$ cat src/rtl/regfile_wsel_sb.sv
// regfile_wsel_sb: registered two-port write-enable decoder with same-address arbitration and a busy scoreboard.
// Optional build macro REGFILE_ZERO_LOCK_EN hardwires register 0 (never written, never busy).
module regfile_wsel_sb #(
  parameter int ADDR_W   = 5,
  parameter int NUM_REGS = 2**ADDR_W
) (
  input  logic                clock,
  input  logic                reset,
  input  logic                wa_en,
  input  logic [ADDR_W-1:0]   wa_addr,
  input  logic                wb_en,
  input  logic [ADDR_W-1:0]   wb_addr,
  input  logic                iss_en,
  input  logic [ADDR_W-1:0]   iss_addr,
  input  logic [ADDR_W-1:0]   rs_addr,
  output logic [NUM_REGS-1:0] wen_a,
  output logic [NUM_REGS-1:0] wen_b,
  output logic [NUM_REGS-1:0] busy,
  output logic                rs_busy,
  output logic                collision,
  output logic                err_dup,
  output logic                err_spur
);

  logic [NUM_REGS-1:0] wen_a_q, wen_a_d;
  logic [NUM_REGS-1:0] wen_b_q, wen_b_d;
  logic [NUM_REGS-1:0] busy_q, busy_d;
  logic                collision_q, collision_d;
  logic                err_dup_q, err_dup_d;
  logic                err_spur_q, err_spur_d;

  logic                wa_ok, wb_ok, iss_ok;
  logic [NUM_REGS-1:0] keep_mask;
  logic [NUM_REGS-1:0] set_vec, clr_vec;
  logic                same_addr;

`ifdef REGFILE_ZERO_LOCK_EN
  // Register 0 is hardwired: its address never produces a write, an issue or a busy bit.
  assign wa_ok     = (wa_addr != '0);
  assign wb_ok     = (wb_addr != '0);
  assign iss_ok    = (iss_addr != '0);
  assign keep_mask = {{(NUM_REGS-1){1'b1}}, 1'b0};
`else
  assign wa_ok     = 1'b1;
  assign wb_ok     = 1'b1;
  assign iss_ok    = 1'b1;
  assign keep_mask = '1;
`endif

  always_comb begin
    wen_a_d   = '0;
    wen_b_d   = '0;
    set_vec   = '0;
    same_addr = (wa_addr == wb_addr);

    if (wa_en && wa_ok)
      wen_a_d[wa_addr] = 1'b1;
    // Port A wins a same-address write; port B is dropped and never reaches the scoreboard.
    if (wb_en && wb_ok && !(wa_en && same_addr))
      wen_b_d[wb_addr] = 1'b1;
    collision_d = wa_en & wb_en & same_addr & wa_ok;

    if (iss_en && iss_ok)
      set_vec[iss_addr] = 1'b1;
    clr_vec = wen_a_d | wen_b_d;

    // A new issue supersedes a same-cycle writeback of the old producer.
    busy_d     = (set_vec | (busy_q & ~clr_vec)) & keep_mask;
    err_dup_d  = err_dup_q | (iss_en & iss_ok & busy_q[iss_addr]);
    err_spur_d = err_spur_q | (|(clr_vec & ~busy_q & ~set_vec));
  end

  always_ff @(posedge clock) begin
    if (reset) begin
      wen_a_q     <= '0;
      wen_b_q     <= '0;
      busy_q      <= '0;
      collision_q <= 1'b0;
      err_dup_q   <= 1'b0;
      err_spur_q  <= 1'b0;
    end else begin
      wen_a_q     <= wen_a_d;
      wen_b_q     <= wen_b_d;
      busy_q      <= busy_d;
      collision_q <= collision_d;
      err_dup_q   <= err_dup_d;
      err_spur_q  <= err_spur_d;
    end
  end

  assign wen_a     = wen_a_q;
  assign wen_b     = wen_b_q;
  assign busy      = busy_q;
  assign rs_busy   = busy_q[rs_addr];
  assign collision = collision_q;
  assign err_dup   = err_dup_q;
  assign err_spur  = err_spur_q;

endmodule

$ cat config.mk
export PLATFORM = sky130hd
export DESIGN_NAME = regfile_wsel_sb
export DESIGN_NICKNAME = d
export VERILOG_FILES = /design/src/rtl/regfile_wsel_sb.sv
export SDC_FILE = /design/constraint.sdc
export NUM_CORES = 1
export LEC_CHECK = 0
export CAP_MARGIN = 30
export CORE_UTILIZATION = 49
export CTS_CLUSTER_SIZE = 20
export DETAILED_ROUTE_END_ITERATION = 10
export PLACE_DENSITY = 0.8
export SETUP_SLACK_MARGIN = 0.1
export SYNTH_ARGS = -nofsm -noshare
export SYNTH_HDL_FRONTEND = slang
export SYNTH_SLANG_ARGS = --single-unit
$ cat constraint.sdc
create_clock -name clock -period 2.73 [get_ports clock]
set_input_delay 0.273 -clock clock [delete_from_list [all_inputs] [get_ports clock]]
set_output_delay 0.273 -clock clock [all_outputs]
set_load 0.03 [all_outputs]
# == After elaboration in Yosys (flattened, before gate mapping) ==
# Index checks and enable logic that the tools add are counted.
# word_totals
wordCells,47
output_inout_bits,100
in_bits,25
reg_bits,99
# classes
magnitude_cmp,7
n_bitwise,13
muxes,13
n_eq_ne,1
n_reduce_logical,7
# op_table
operator,n
32-bit AND,3
32-bit 2-to-1 mux,3
32-bit NOT,3
32-bit bitwise OR,2
32-bit OR reduction,1
5-bit by 6-bit < comparator with 1-bit output (second input constant),4
1-bit demux with 5-bit select,3
5-bit by 1-bit >= comparator with 1-bit output (second input constant),3
1-bit binary-select mux with 5-bit select,2
5-bit == test,1
1-bit logical AND,5
1-bit 2-to-1 mux,5
1-bit AND,3
1-bit bitwise OR,2
1-bit zero test,1

# == Logic depth before layout (Yosys ltp) ==
# depth
ltp_word,10
depth_mapped,9
mapped_depth_nobuf,7

# == Worst setup path after synthesis ==
# OpenSTA, ideal clock, no wires.
# synth_timing
path_type,in2out
from,in rs_addr[0]
to,out rs_busy
stages,4
t_arrival_ns,2.049
t_required_ns,2.457
setup_slack_ns,0.408
path_cell_list,clkbuf_1 mux4_2 mux4_2 mux2_2
# synth_between
elab_chain_cells,2
# synth_rtl
item,line,rtl
start: declaration,15,"input logic [ADDR_W-1:0] rs_addr,"
1-bit binary-select mux with 5-bit select,94,assign rs_busy = busy_q[rs_addr];
1-bit 2-to-1 mux (not written as such),94,
end: declaration,19,"output logic rs_busy,"
# No other way between the ends. The select of a mux whose other input is x is not followed.

# == Worst setup path in the final report ==
# layout_timing
from,reg busy_q[2] (netlist: busy[2])
to,out rs_busy
# layout_between
elab_chain_cells,2
# layout_rtl
item,line,rtl
start: declaration,27,"logic [NUM_REGS-1:0] busy_q, busy_d;"
start signal: assignment,84,busy_q <= busy_d;
1-bit binary-select mux with 5-bit select,94,
1-bit 2-to-1 mux (not written as such),94,
# No other way between the ends. The select of a mux whose other input is x is not followed.

==> results.md <==
* Result of the run: complete, no violations
* Hold crit path type: reg -> reg
* Layout Skew at 10.02 ps
* Clock period minus worst slack at 2478 ps
* Critical path class: reg -> out
* Seq/Total Area, Yosys at 0.4168
* Final-report hold violation count at 0
* Pin count of the biggest net entering global routing at 45
* Number of buffers inserted by port buffering at 124
* DRC at 0
* Global-route congestion overflow total at 0
* Vias post-DR at 5486
* Startpoint class of the critical path: flip-flop
* Final Total Pwr at 2914 uW
* Data required time of the critical path at 2460 ps
* Max-Cap Viols at 0
* # hold bufs at CTS at 0
* Worst IR drop on VDD at 0.2956 mV
* # nets final at 745
* Worst Hold Path EP: err_dup
* TritonCTS clock tree: yes
* CTS H-tree depth at 3
* Top cell type by total area after synthesis: dfxtp_1
* Worst hold stages at 2
* Layout-stage area growth over the synthesis result at 45.26%
* Cell types with the largest area share after synthesis: dfxtp_1 (42%), mux4_2 (8.5%), o221ai_1 (5.9%), a21oi_1 (5.3%), nor2_1 (4.7%)
* Pwr/cell area at 421.9 mW/mm^2
* Core Footprint at 0.009328 sq mm
* Global-route wire length before repair at 31050 microns
* Final HPWL DP at 15860 microns
* CP endpoint kind: primary output
* Post-synthesis area per instance at 8.971 sq um
* Mapped Cells at 530
* R2R depth at 7
* Biggest fanout along the worst timing path at 2
* Fraction of registers with async set or reset after synthesis at 0
* Clock-pin slew on the worst setup and hold paths at 110 ps
* RSZ-0062 raised after global routing: false
* Insertion delay to the later sink of the worst-skew pair at 370 ps
* Endpoint of the most critical register-to-register path: err_spur
* Max-slew violation total from the final report at 0
* Count of buffers added by post-CTS timing repair for setup at 0
* Worst reg2reg setup slack at 640 ps
* Starting DRC count in detailed routing at 685
* Via-per-instance ratio at 6.424
* Initial core utilization at 0.5097
* Count of synthesis-stage warnings from yosys at 0
* Area share of the largest cell type after synthesis at 0.4168
* Count of boundary I/O pins at 125
* Post-route ant nets at 0
* Worst slew slack as a fraction of its limit at 0.3867
* Placed cell count at 838
* Number of antenna violations at the first check in global routing at 0
* Worst-margin pin slew at 920.0 ps
* Clock buffers created by TritonCTS at 9
* Yosys cell types at 61
* Antenna diode count at 0
* Final routed wirelength across all metal layers at 20770 microns
* Number of placement rows at 35
* Leakage at 0.002514 uW
* Post-Syn Area at 0.004755 sq mm
* Layout cell share with drive strength beyond 1 at 0.2248
* Maximum buffer depth of the clock tree at 2
* Number of flops mapped to enable cells by yosys at 0
* Final setup violation count at 0
* Pre-antenna DRT Iters at 5
* Number of nets in the synthesized netlist at 555
* Tot GR Track Use at 0.4216
* Detailed-route wire length per cell at 24.32 microns
* Post-route cell area at 0.006907 sq mm
* Post-layout instance count excluding filler cells at 854
* Chip Width at 100.5 microns
* Top FF cell, synth: dfxtp_1
* Die span in y at 100.5 microns
* Clock tree root buffer cell: clkbuf_8
* Beginning of the worst hold path: err_dup
* Ratio of final minimum period to clock period at 0.9077
* Sinks on the clock net at 99
* Weighted congestion at the end of routability-driven global placement at 1.026
* Data arrival time of the worst path at 2200 ps
* Flip-flop and latch count after synthesis at 99
* Instance area after placement at 0.006718 sq mm
* Worst r2r src: busy[15]
* Via count of the first global-routing pass at 5458
* Full die area at 0.01010 sq mm
* Max frequency at 403.6 MHz
[sequential cells by signal, indices dropped and copies added (netlist names)]
name / flops
err_dup: 1
wen_b: 32
collision: 1
busy: 32
wen_a: 32
err_spur: 1
[cell usage in the layout, fill, tap and decap left out, types with 6 or more instances in the layout]
master / netlist / routed
nand2_1: 47 / 47
nor2_1: 60 / 60
dfxtp_1: 99 / 99
clkdlybuf4s50_1: 0 / 121
a21oi_1: 50 / 50
nand2b_1: 6 / 6
a22oi_1: 8 / 8
clkbuf_8: 0 / 9
nand3b_1: 8 / 8
or2_2: 6 / 6
buf_4: 7 / 107
o221ai_1: 32 / 32
nor3_1: 41 / 41
mux4_2: 18 / 18
and2_1: 6 / 6
nand3_1: 6 / 6
nor4_1: 6 / 6
[cell families (layout without fill, tap and decap cells)]
kind of cell / after synthesis / count (layout) / synth area share
and+or+nand+nor: 222 / 222 / 0.2395
buffers and inverters: 55 / 250 / 0.05500
DFF: 99 / 99 / 0.4168
muxes: 19 / 19 / 0.08763
xor gates and xnor gates: 5 / 5 / 0.009210
AOI/OAI and AO/OA: 130 / 130 / 0.1918
[metal layers]
layer / GRT usage / part of all wire / up-vias
met2: 0.6370 / 0.43 / 485
met1: 0.5375 / 0.38 / 2539
met4: 0.2631 / 0.067 / 0
li1: - / - / 2341
met5: 0 / 0 / -
met3: 0.1117 / 0.12 / 121
[synth_stat cells (5+ instances only)]
| cell | number |
|---|---|
| nor4_1 | 6 |
| nor2b_1 | 5 |
| nand3b_1 | 8 |
| nor3_1 | 41 |
| nand3_1 | 6 |
| xnor2_1 | 5 |
| buf_4 | 7 |
| nand2b_1 | 6 |
| a21oi_1 | 50 |
| nor3b_1 | 5 |
| nand2_1 | 47 |
| nor2_1 | 60 |
| o221ai_1 | 32 |
| mux4_2 | 18 |
| buf_2 | 7 |
| a22oi_1 | 8 |
| dfxtp_1 | 99 |
| or2_2 | 6 |
| clkbuf_1 | 33 |
| and2_1 | 6 |
[critical path, stage by stage (launching register included)]
cell	delay, ps
dfxtp_1	400
mux4_2	510
mux4_2	480
mux2_2	280
buf_4	170
[cell type report]
class | instances | area [sq um]
clock buffer | 9 | 123.9
multi-input combinational | 376 | 2511
fill | 729 | 2421
inverter | 3 | 11.26
clock inverter | 7 | 68.82
timing repair buffer | 231 | 2048
sequential | 99 | 1982
tap | 129 | 161.4
[per-stage QoR]
step	worst slack (ps)	setup TNS (ps)	hold WS (ps)	utilization
floorplan	407.6	0	413.6	-
global placement	-283.7	-283.7	471.9	0.7202
detailed placement	-334.4	-364.6	457.9	0.7202
CTS	281.9	0	490.0	0.7404
global route	213.3	0	549.4	0.7404
finish	252.0	0	486.0	0.7404
[worst max path at each step]
stage | slack (ps) | to | from
after floorplan | 410 | rs_busy | rs_addr[0]
after global placement | -280 | rs_busy | rs_addr[0]
after detailed placement | -330 | rs_busy | rs_addr[0]
after CTS | 280 | rs_busy | busy[25]
after global routing | 210 | err_spur | iss_addr[2]
final | 250 | rs_busy | busy[2]
[where the power goes]
| part | internal (uW) | switching (uW) | total [uW] | leakage [uW] |
|---|---|---|---|---|
| combinational | 202 | 291 | 494 | 0.00162 |
| clock | 356 | 595 | 951 | 0.0000964 |
| sequential | 1460 | 11.6 | 1470 | 0.000799 |
| total | 2020 | 898 | 2910 | 0.00251 |
[what timing repair did]
item / 4_1_cts / 5_1_grt
hold endpoints to repair: 0 / 0
setup endpoints to repair: 1 / 0
resized for setup: 7 / 0
No activity file was read; power rests on OpenSTA's default activity.
